`src/rtl/div_pkg.sv`:
```
// Shared definitions for the sequential divider: FSM state codes, counter sizing
// and a wide two's-complement negate used for magnitude/sign handling.
package div_pkg;

  localparam logic [1:0] ST_IDLE = 2'd0;
  localparam logic [1:0] ST_CALC = 2'd1;
  localparam logic [1:0] ST_FIX  = 2'd2;
  localparam logic [1:0] ST_DONE = 2'd3;

  // Widest operand the negate helper supports; callers truncate to their width.
  localparam int MAX_W = 128;

  function automatic int cnt_width(input int w);
    return (w > 2) ? $clog2(w) : 1;
  endfunction

  function automatic logic [MAX_W-1:0] twos_neg(input logic [MAX_W-1:0] x);
    return ~x + 1'b1;
  endfunction

endpackage

```
`src/rtl/div_step.sv`:
```
// One restoring division iteration: shift {P,Q} left, subtract D when it fits.
module div_step #(
  parameter int WIDTH = 32
) (
  input  logic [WIDTH:0]   p,
  input  logic [WIDTH-1:0] q,
  input  logic [WIDTH-1:0] d,
  output logic [WIDTH:0]   p_next,
  output logic [WIDTH-1:0] q_next
);

  // One spare bit above P so the shifted partial remainder never overflows.
  logic [WIDTH+1:0] shifted;
  logic [WIDTH+1:0] d_ext;
  logic             fits;

  assign shifted = {p, q[WIDTH-1]};
  assign d_ext   = {2'b00, d};
  assign fits    = (shifted >= d_ext);

  assign p_next = fits ? (WIDTH+1)'(shifted - d_ext) : (WIDTH+1)'(shifted);
  assign q_next = {q[WIDTH-2:0], fits};

endmodule

```
`src/rtl/div_seq.sv`:
```
// Multi-cycle radix-2 restoring divider, signed/unsigned at run time, with
// valid/ready handshakes on the request and result sides.
module div_seq
  import div_pkg::*;
#(
  parameter int WIDTH     = 32,
  parameter bit SIGNED_EN = 1'b1
) (
  input  logic             clk,
  input  logic             rst,
  input  logic             in_valid,
  output logic             in_ready,
  input  logic [WIDTH-1:0] dividend,
  input  logic [WIDTH-1:0] divisor,
  input  logic             is_signed,
  output logic             out_valid,
  input  logic             out_ready,
  output logic [WIDTH-1:0] quotient,
  output logic [WIDTH-1:0] remainder,
  output logic             div_by_zero
);

  localparam int CW = cnt_width(WIDTH);

  logic [1:0]       state;
  logic [CW-1:0]    count;
  logic [WIDTH:0]   p_reg;
  logic [WIDTH-1:0] q_reg;
  logic [WIDTH-1:0] d_reg;
  logic             neg_q;
  logic             neg_r;

  logic             sgn;
  logic [WIDTH-1:0] dividend_mag;
  logic [WIDTH-1:0] divisor_mag;
  logic [WIDTH:0]   p_step;
  logic [WIDTH-1:0] q_step;
  logic [WIDTH-1:0] q_fix;
  logic [WIDTH-1:0] r_fix;

  function automatic logic [WIDTH-1:0] neg_w(input logic [WIDTH-1:0] x);
    return WIDTH'(twos_neg(MAX_W'(x)));
  endfunction

  assign in_ready  = (state == ST_IDLE);
  assign out_valid = (state == ST_DONE);

  // Most-negative maps to 2^(WIDTH-1), which still fits unsigned in WIDTH bits.
  always_comb begin
    sgn          = is_signed & SIGNED_EN;
    dividend_mag = (sgn & dividend[WIDTH-1]) ? neg_w(dividend) : dividend;
    divisor_mag  = (sgn & divisor[WIDTH-1])  ? neg_w(divisor)  : divisor;
    q_fix        = neg_q ? neg_w(q_reg) : q_reg;
    r_fix        = neg_r ? neg_w(p_reg[WIDTH-1:0]) : p_reg[WIDTH-1:0];
  end

  div_step #(.WIDTH(WIDTH)) u_step (
    .p      (p_reg),
    .q      (q_reg),
    .d      (d_reg),
    .p_next (p_step),
    .q_next (q_step)
  );

  always_ff @(posedge clk or posedge rst) begin
    if (rst) begin
      state       <= ST_IDLE;
      count       <= '0;
      p_reg       <= '0;
      q_reg       <= '0;
      d_reg       <= '0;
      neg_q       <= 1'b0;
      neg_r       <= 1'b0;
      quotient    <= '0;
      remainder   <= '0;
      div_by_zero <= 1'b0;
    end else begin
      case (state)
        ST_IDLE: begin
          if (in_valid) begin
            neg_q <= sgn & (dividend[WIDTH-1] ^ divisor[WIDTH-1]);
            neg_r <= sgn & dividend[WIDTH-1];
            p_reg <= '0;
            q_reg <= dividend_mag;
            d_reg <= divisor_mag;
            count <= '0;
            if (divisor == '0) begin
              quotient    <= '1;
              remainder   <= dividend;
              div_by_zero <= 1'b1;
              state       <= ST_DONE;
            end else begin
              state <= ST_CALC;
            end
          end
        end
        ST_CALC: begin
          p_reg <= p_step;
          q_reg <= q_step;
          count <= count + 1'b1;
          if (count == CW'(WIDTH - 1)) state <= ST_FIX;
        end
        ST_FIX: begin
          quotient    <= q_fix;
          remainder   <= r_fix;
          div_by_zero <= 1'b0;
          state       <= ST_DONE;
        end
        default: begin
          if (out_ready) state <= ST_IDLE;
        end
      endcase
    end
  end

endmodule

```
`config.mk`:
```
export PLATFORM = sky130hd
export DESIGN_NAME = div_seq
export DESIGN_NICKNAME = d
export VERILOG_FILES = /design/src/rtl/div_pkg.sv /design/src/rtl/div_step.sv /design/src/rtl/div_seq.sv
export SDC_FILE = /design/constraint.sdc
export NUM_CORES = 1
export LEC_CHECK = 0
export ABC_AREA = 1
export BUFFER_PORTS_ARGS = -buffer_cell sky130_fd_sc_hd__buf_2
export CORE_MARGIN = 5
export CORE_UTILIZATION = 55
export DETAILED_ROUTE_END_ITERATION = 8
export PLACE_DENSITY = 0.74
export SYNTH_ARGS = -nofsm -noshare
export SYNTH_HDL_FRONTEND = slang
export SYNTH_SLANG_ARGS = --single-unit
```
`constraint.sdc`:
```
create_clock -name clk -period 5.1 [get_ports clk]
set_input_delay 0.765 -clock clk [delete_from_list [all_inputs] [get_ports clk]]
set_output_delay 0.765 -clock clk [all_outputs]
set_load 0.02 [all_outputs]
```
==> results of run 1 <==
per-layer routing:
layer  routed length (um)  track usage (%)  vias to the layer above
li1                     -                -                     7247
met1                20000             44.4                     6691
met2                20300             50.0                      583
met3                 3310             4.62                       89
met4                 1930             12.7                        0
met5                    0                0                        -
per-stage QoR:
| step | total power, mW | instance area (sq um) | worst slack (ns) | std cells | utilization, % |
|---|---|---|---|---|---|
| after floorplan | 7.51 | 13800 | 2.15 | 2229 | - |
| after global placement | 9.36 | 14600 | 1.59 | 2633 | 59.9 |
| after detailed placement | 9.47 | 14600 | 1.56 | 2633 | 59.9 |
| after CTS | 10.8 | 15200 | 1.73 | 2665 | 62.3 |
| after global routing | 11.9 | 15200 | 1.29 | 2665 | 62.3 |
| final | 10.9 | 15200 | 1.60 | 2665 | 62.3 |
cell families after synthesis:
logic type / count (synthesis) / synth area share (%)
AND/OR/NAND/NOR: 1327 / 39.6
buffers and inverters: 387 / 11.0
AO/OA/AOI/OAI: 230 / 9.84
flip-flops: 171 / 31.1
XOR/XNOR: 70 / 4.45
adder cells (fa/ha/maj): 44 / 4.05
power by group through the flow:
stage | sequential (mW) | combinational, mW | clock (mW)
floorplan | 2.66 | 4.86 | 0
global placement | 2.58 | 6.77 | 0
detailed placement | 2.60 | 6.88 | 0
CTS | 2.57 | 6.92 | 1.35
global route | 2.67 | 7.84 | 1.42
finish | 2.60 | 7.00 | 1.35
path summary, 6_finish.rpt:
| path | startpoint | to | slack [ns] | depth (start not counted) |
|---|---|---|---|---|
| min in group clk | remainder[12] | remainder[12] | 0.48 | 2 |
| max in group asynchronous | rst | remainder[29] | 3.78 | 3 |
| max reg2reg | state[0] | q_reg[17] | 1.60 | 9 |
| max | state[0] | q_reg[17] | 1.60 | 9 |
| min reg2reg | remainder[12] | remainder[12] | 0.48 | 2 |
| min | rst | remainder[0] | 0.32 | 2 |
worst max-delay path, cell delays in order, from the launching register on:
cell,delay [ns]
sky130_fd_sc_hd__dfrtp_1,0.42
sky130_fd_sc_hd__inv_1,0.13
sky130_fd_sc_hd__ha_1,0.30
sky130_fd_sc_hd__nand2_1,0.08
sky130_fd_sc_hd__buf_4,0.26
sky130_fd_sc_hd__nor2_1,0.86
sky130_fd_sc_hd__clkinv_1,0.82
sky130_fd_sc_hd__a21oi_1,0.30
sky130_fd_sc_hd__o21ai_0,0.12
sky130_fd_sc_hd__o221ai_1,0.09
Yosys cell counts, types with 2 or more instances:
| master | instances |
|---|---|
| sky130_fd_sc_hd__nor3_1 | 28 |
| sky130_fd_sc_hd__buf_1 | 6 |
| sky130_fd_sc_hd__xnor2_1 | 19 |
| sky130_fd_sc_hd__o21bai_1 | 11 |
| sky130_fd_sc_hd__nand3b_1 | 9 |
| sky130_fd_sc_hd__clkbuf_1 | 47 |
| sky130_fd_sc_hd__o211ai_1 | 7 |
| sky130_fd_sc_hd__nor2_1 | 277 |
| sky130_fd_sc_hd__inv_1 | 314 |
| sky130_fd_sc_hd__nand4_1 | 24 |
| sky130_fd_sc_hd__nand2_2 | 5 |
| sky130_fd_sc_hd__nor2_2 | 2 |
| sky130_fd_sc_hd__buf_2 | 9 |
| sky130_fd_sc_hd__o211ai_2 | 6 |
| sky130_fd_sc_hd__xor2_1 | 51 |
| sky130_fd_sc_hd__dfrtp_1 | 171 |
| sky130_fd_sc_hd__o31ai_1 | 2 |
| sky130_fd_sc_hd__a21oi_1 | 66 |
| sky130_fd_sc_hd__o21ai_1 | 2 |
| sky130_fd_sc_hd__a31oi_1 | 6 |
| sky130_fd_sc_hd__buf_4 | 2 |
| sky130_fd_sc_hd__inv_2 | 2 |
| sky130_fd_sc_hd__nand2_1 | 742 |
| sky130_fd_sc_hd__o221ai_1 | 16 |
| sky130_fd_sc_hd__nand3_1 | 232 |
| sky130_fd_sc_hd__buf_6 | 3 |
| sky130_fd_sc_hd__o21ai_0 | 92 |
| sky130_fd_sc_hd__clkinv_1 | 2 |
| sky130_fd_sc_hd__o22ai_1 | 15 |
| sky130_fd_sc_hd__ha_1 | 43 |
| sky130_fd_sc_hd__or2_2 | 4 |
| sky130_fd_sc_hd__a22o_1 | 2 |
cell usage in the layout, fill, tap and decap left out, types with 3 or more instances in the layout:
cell type,instances
sky130_fd_sc_hd__o21bai_1,11
sky130_fd_sc_hd__dfrtp_1,171
sky130_fd_sc_hd__o211ai_1,7
sky130_fd_sc_hd__or2_2,4
sky130_fd_sc_hd__o22ai_1,15
sky130_fd_sc_hd__clkbuf_16,17
sky130_fd_sc_hd__inv_8,6
sky130_fd_sc_hd__buf_2,135
sky130_fd_sc_hd__clkinv_8,4
sky130_fd_sc_hd__nor2_1,276
sky130_fd_sc_hd__o21ai_0,92
sky130_fd_sc_hd__a21oi_1,66
sky130_fd_sc_hd__o211ai_2,6
sky130_fd_sc_hd__clkinv_4,3
sky130_fd_sc_hd__nor2_2,3
sky130_fd_sc_hd__clkinvlp_4,3
sky130_fd_sc_hd__a31oi_1,6
sky130_fd_sc_hd__nand3b_1,9
sky130_fd_sc_hd__xnor2_1,19
sky130_fd_sc_hd__ha_1,42
sky130_fd_sc_hd__o221ai_1,16
sky130_fd_sc_hd__nand4_1,24
sky130_fd_sc_hd__buf_4,12
sky130_fd_sc_hd__nor3_1,28
sky130_fd_sc_hd__nand3_1,232
sky130_fd_sc_hd__nand2_1,742
sky130_fd_sc_hd__inv_1,313
sky130_fd_sc_hd__xor2_1,51
sky130_fd_sc_hd__nand2_2,5
final cells by class:
type	count	area, sq um
repair buffers	148	786
inverters	319	1200
fillers	2439	9210
clock buffers	17	425
flip-flops and latches	171	4280
well taps	324	405
multi-input cells	1671	7980
clock inverters	15	174
==> results by stage, run 1 <==
Status:
- The flow ran to the end, and the final reports show no timing, DRC or antenna violations.

Cells and area:
- The net total in the final layout is 2441.
- The growth of design area from synthesis to finish is 10.8%.
- The layout cell share with drive strength beyond 1 is 8.80%.
- 0 antenna diodes ended up in the layout.
- The number of flip-flops in the largest register is 33.

Route:
- The detail route stage leaves a number of antenna-violating nets equal to 0.
- After detailed routing, the average wire length per cell comes to 17.1 um.
- In the routed layout, each cell is associated on average with a via count of 5.48.
- The routed layout has 14600 vias.
- The first-pass detailed-route iteration total is 6.
- The final routed DRC violation total is 0.
- The violation count after the first detailed-routing iteration is 1621.
- The routed wire length is 45500 um.

CTS:
- The clock tree buffer depth is 2.
- The number of buffers inserted for hold repair after clock tree synthesis is 0.
- The clock tree from TritonCTS is yes.
- The clock root buffer is sky130_fd_sc_hd__clkbuf_16.
- The total of cells resized after clock tree synthesis is 0.
- The setup fix buffers added after clock tree synthesis is 0.
- The total clock buffers created by CTS is 17.
- The clock net in this run drives a total of 171 sinks.
- The H-tree was split into 4 levels.
- The clock latency on the worst-skew pair is 0.45 ns.
- The clock slew seen by the registers of the worst setup and hold paths is 0.09 ns.

Global route:
- The overflow left after global routing is 0.
- The number of global-route vias before repair came to 13500.
- Entering global routing, the biggest net connects 77 pins.
- The wire length of the first global-routing pass is 72300 um.
- The initial antenna violation count is 0.
- The global router's overall resource usage is 31.8%.

Power:
- The cell area power density is 718 nW/um^2.
- The worst-case IR drop observed on VDD is 342 uV.
- The part of the power in registers is 23.7%.
- The design internal power is 4.89 mW.
- The switching part of the total is 55.4%.
- Summed over all nets, the switching power comes to 6.06 mW.
- Summed over all cells, the static leakage comes to 8.04 nW.
- The share of total power dissipated in the clock network is 12.3%.
- The combinational group share of total power is 63.9%.

Placed design:
- Input and output buffers added on the ports amount to 135.
- The final weighted congestion in routability-driven placement is 0.967.
- Once detailed placement completed, the half-perimeter wirelength came to 35600 um.

Synth:
- The Yosys step of the flow raised 0 warnings.
- Counting every net in the synthesized netlist gives 2342.
- Of the post-synthesis cell area, the dominant cell type holds 31.1%.
- The average footprint of a synthesized cell is 6.17 sq um.
- The count of unique library cells instantiated by Yosys is 44.
- After technology mapping, the gate count stands at 2229.
- The portion of the post-synthesis area used by sequential elements is 31.1%.
- After synthesis, the cell types taking the most area are sky130_fd_sc_hd__dfrtp_1, sky130_fd_sc_hd__nand2_1, sky130_fd_sc_hd__inv_1.
- The leading register cell type out of synthesis is sky130_fd_sc_hd__dfrtp_1.
- In the synthesized netlist the async set-or-reset flop fraction comes to 100%.
- Yosys mapped a number of flops with a built-in enable equal to 0.
- After synthesis the netlist holds a flip-flop and latch count of 171.
- The cell accounting for the most synthesized area is sky130_fd_sc_hd__dfrtp_1.
- The post-synthesis cell area is 13800 sq um.

STA:
- After layout, the worst path uses 68.6% of the clock period.
- The final total negative setup slack is 0 ns.
- Setup repair after global routing left no endpoint under its margin.
- The count of endpoints failing setup in the final report is 0.
- Headroom to the max-slew limit came out at 28.4%.
- The total count of max-transition violations in the final report was 0.
- Based on the critical path, the design can be clocked at up to 286 MHz.
- The worst path in the final design needs a cycle of 3.50 ns, including I/O delays and setup.
- The clock arrives with 0.0180 ns of skew.
- Hold is met by 0.316 ns.
- The transition time at the pin with the least slew margin is 1.07 ns.
- The count of endpoints failing hold in the final timing report is 0.

Critical path:
- The required time at the endpoint of the critical path is 5.44 ns.
- At the worst endpoint, the arrival time is 3.84 ns.
- STA classifies the critical path endpoint as a flop.
- STA classifies the critical path startpoint as a flop.
- Of all nets on the critical path, the largest fanout is 42.
- The critical path is of the reg -> reg type.

Floorplan:
- In this run the vertical extent of the chip is 168 um.
- The placeable core region is 24500 sq um.
- The total number of placement rows is 57.
- The die extent in x is 168 um.
- The overall die area is 28300 sq um.
- The initial utilization of the core area, before any placement, comes to 56.3%.
- For this design the top-level I/O count stands at 136.

Worst hold path:
- The class of the tightest hold or removal check is in -> async.

Job:
- The tool flagged a number of max-cap violations equal to 0.
(Power assumes the default switching activity.)
==> inputs of run 2 (changes only) <==
--- a/config.mk
+++ b/config.mk
@@ -8,9 +8,9 @@
 export ABC_AREA = 1
 export BUFFER_PORTS_ARGS = -buffer_cell sky130_fd_sc_hd__buf_2
 export CORE_MARGIN = 5
-export CORE_UTILIZATION = 55
+export CORE_UTILIZATION = 60
 export DETAILED_ROUTE_END_ITERATION = 8
-export PLACE_DENSITY = 0.74
+export PLACE_DENSITY = 0.77
 export SYNTH_ARGS = -nofsm -noshare
 export SYNTH_HDL_FRONTEND = slang
 export SYNTH_SLANG_ARGS = --single-unit
==> constraint.sdc (replaced) <==
create_clock -name clk -period 3.5 [get_ports clk]
set_input_delay 0.525 -clock clk [delete_from_list [all_inputs] [get_ports clk]]
set_output_delay 0.525 -clock clk [all_outputs]
set_load 0.02 [all_outputs]
==> run 2 against run 1 <==
Via count is 3.1% higher; largest power group unchanged; clock power increased by 43%; register-to-register slack worse by 0.98 ns; first-iteration DRC count is 3.6% higher; non-clock buffer count grew 21; design area increased by 0.79%; worst setup slack got worse by 0.98 ns.
==> results by stage, run 2 (synthesized netlist as in run 1, its figures left out) <==
Status:
- The flow ran to the end, and the final reports show no timing, DRC or antenna violations.

STA:
- The total count of max-transition violations in the final report was 0 (unchanged).
- Setup repair after global routing left no endpoint under its margin.
- The count of endpoints failing hold in the final timing report was 0 (unchanged).
- The normalized max-slew margin was 31.6% (+3.3 points).
- The final total negative setup slack was 0 ns (unchanged).
- The maximum clock skew at final layout came to 0.0121 ns (-0.00588 ns).
- The count of endpoints failing setup in the final report is 0 (unchanged).
- The ratio of final minimum period to clock period is 82.2% (+14 points).
- The transition time at the pin with the least slew margin is 1.03 ns (-0.0448 ns).
- The shortest period the worst path allows came to 2.88 ns (-0.622 ns).
- The worst slack on hold paths is 0.277 ns (-0.0390 ns).
- The maximum clock frequency was 348 MHz (+22%).

Floorplan:
- The total number of placement rows is 55 (-3.5%).
- The boundary pin count was 136 (unchanged).
- The height of the die is 161 um (-4.0%).
- The die extent in x is 161 um (-4.0%).
- The placeable core region is 22600 sq um (-7.4%).
- The initial cell density of the core is 60.8% (+4.5 points).
- The overall die area came to 26100 sq um (-7.8%).

CTS:
- The clock tree buffer depth is 2 (unchanged).
- The clock sink total is 171 (unchanged).
- The clock root buffer is sky130_fd_sc_hd__clkbuf_16.
- The clock slew seen by the registers of the worst setup and hold paths came to 0.07 ns (-0.02 ns).
- TritonCTS built the clock tree.
- The clock latency on the worst-skew pair is 0.43 ns (-0.02 ns).
- The deepest level of the CTS H-tree came to 4 (unchanged).
- The number of buffers inserted for hold repair after clock tree synthesis came to 0 (unchanged).
- The total clock buffers created by CTS is 17 (unchanged).

Power:
- The cell area power density is 1050 nW/um^2 (+47%).
- The leakage power summed over all cells is 8.16 nW (+1.4%).
- The worst IR drop on VDD came to 623 uV (+82%).

Cells and area:
- Leaving out fill and tap cells, the most frequent cells in the layout are sky130_fd_sc_hd__nand2_1, sky130_fd_sc_hd__inv_1, sky130_fd_sc_hd__nor2_1.
- The net total in the final layout is 2462 (+0.86%).
- The library cell used most frequently in the layout, excluding fill and tap cells, is sky130_fd_sc_hd__nand2_1.
- The number of flip-flops in the largest register was 33 (unchanged).
- The layout cell share with drive strength beyond 1 is 9.61% (+0.81 points).
- The diode insertion count for antenna repair was 0 (unchanged).
- The number of fill cells is 2142 (-12%).
- The growth of design area from synthesis to finish is 11.7%.

Global route:
- The global router's overall resource usage is 35.1% (+3.3 points).
- The overflow left after global routing is 0 (unchanged).
- The largest net degree at the start of global routing was 172 (+120%).
- The wire length of the first global-routing pass is 73500 um (+1.6%).
- The initial antenna violation count is 0 (unchanged).
- The number of global-route vias before repair is 14200 (+5.7%).

Critical path:
- The most critical setup path has its endpoint at p_reg[15].
- The slowest stage of the critical path is the sky130_fd_sc_hd__nor2_4 cell.
- The launching element of the worst setup path is d_reg[29].
- The type of the worst setup path is reg -> reg.
- In this run the critical register-to-register path is captured at p_reg[15].
- The arrival time of the worst setup path is 3.24 ns (-0.60 ns).
- Broken down by cell family, the worst path's largest delay share belongs to simple AND/OR/NAND/NOR gates.
- The startpoint kind of the worst setup timing path is a flop.
- The type of destination of the critical path is a flop.
- The required time at the endpoint of the critical path is 3.87 ns (-1.57 ns).
- The number of buffers and inverters on the critical path is 3 (unchanged).
- The delay of the slowest cell on the worst path is 0.51 ns (-0.35 ns).
- The logic depth of the worst register-to-register path came to 12 (+3).
- In this run the critical register-to-register path is launched from d_reg[29].
- The critical path goes through inv_1 > ha_1 > inv_1 > o21ai_0 > o21ai_0 > nand3_1 > nor2_4 > nand2_2 > buf_4 > nand2_1 > nand3_1 > nand2_1.
- The setup slack of the worst register-to-register path is 0.62 ns (-0.98 ns).
- The maximum fanout along the worst path was 25 (-40%).
- The number of stages on the worst setup path is 12 (+3).

Placed design:
- The count of buffers inserted at the top-level ports is 135 (unchanged).
- The post-DP HPWL is 36000 um (+1.2%).
- The final weighted congestion in routability-driven placement is 1.01 (+4.0%).

Route:
- The first-pass detailed-route iteration total was 6 (unchanged).
- The routed wire length came to 46000 um (+1.3%).
- The violation count after the first detailed-routing iteration is 1680 (+3.6%).
- The vias per cell is 5.69 (+3.8%).
- The total via count in the routed design was 15100 (+3.1%).
- The number of antenna-violating nets in the routed design is 0 (unchanged).
- The routed wirelength normalized by instance count was 17.4 um (+1.9%).
- The final routed DRC violation total is 0 (unchanged).

Job:
- The reported max-cap violation count is 0 (unchanged).

Worst hold path:
- The worst hold path belongs to the class in -> async.
==> run 2: cell types whose count changed in the layout (fill, tap and decap cells not counted), moves of 3 or more <==
cell                       delta
sky130_fd_sc_hd__buf_4       +20
sky130_fd_sc_hd__clkbuf_8     +3
sky130_fd_sc_hd__clkinv_8     -4
sky130_fd_sc_hd__inv_6        +5
sky130_fd_sc_hd__inv_8        -4
==> run 2: power breakdown <==
part	leakage [nW]	internal [mW]	switching, mW
registers	2.05	2.90	0.768
clock network	0.292	1.06	0.871
logic	5.81	3.37	7.21
==> run 2: cell type report <==
| cell class | count | area [sq um] | share of cell area [%] |
|---|---|---|---|
| Clock buffer | 20 | 467 | 3.04 |
| Clock inverter | 12 | 126 | 0.822 |
| Inverter | 319 | 1200 | 7.82 |
| Multi-Input combinational cell | 1671 | 7980 | 51.9 |
| Timing Repair Buffer | 169 | 956 | 6.22 |
| Tap cell | 285 | 357 | 2.32 |
| Sequential cell | 171 | 4280 | 27.8 |
==> run 2: routing by layer <==
layer	up-vias	GRT usage, %	share of wire (%)
li1	7295	-	-
met1	6911	47.3	42
met2	732	56.2	45
met3	127	4.49	8.0
met4	0	17.0	5.4
met5	-	0	0
==> run 2: worst min-delay path by stage <==
| stage | to | slack [ns] | cells after the start |
|---|---|---|---|
| after detailed placement | remainder[2] | 0.46 | 2 |
| final | remainder[0] | 0.28 | 3 |
| after floorplan | p_reg[32] | 0.44 | 2 |
| after global placement | remainder[5] | 0.46 | 2 |
| after global routing | remainder[2] | 0.36 | 3 |
| after CTS | remainder[2] | 0.35 | 3 |
==> run 2: per-stage QoR <==
stage	util [%]	cells	area [sq um]	worst slack, ns	power, mW
2_1_floorplan	-	2229	13800	0.792	10.9
3_3_place_gp	65.2	2615	14800	0.440	13.8
3_5_place_dp	65.2	2615	14800	0.322	14.0
4_1_cts	67.9	2647	15400	0.289	16.0
5_1_grt	67.9	2647	15400	0.383	17.6
6_report	67.9	2647	15400	0.625	16.2
==> run 2: what timing repair did <==
item / in CTS / in global routing
resized for setup: 0 / 1
buffers inserted: 0 / 0
setup endpoints to repair: 0 / 1
==> run 2: worst min-delay path, delay by kind of cell <==
| family | cells | cell delay, ns |
|---|---|---|
| buffers and inverters | 3 | 0.72 |
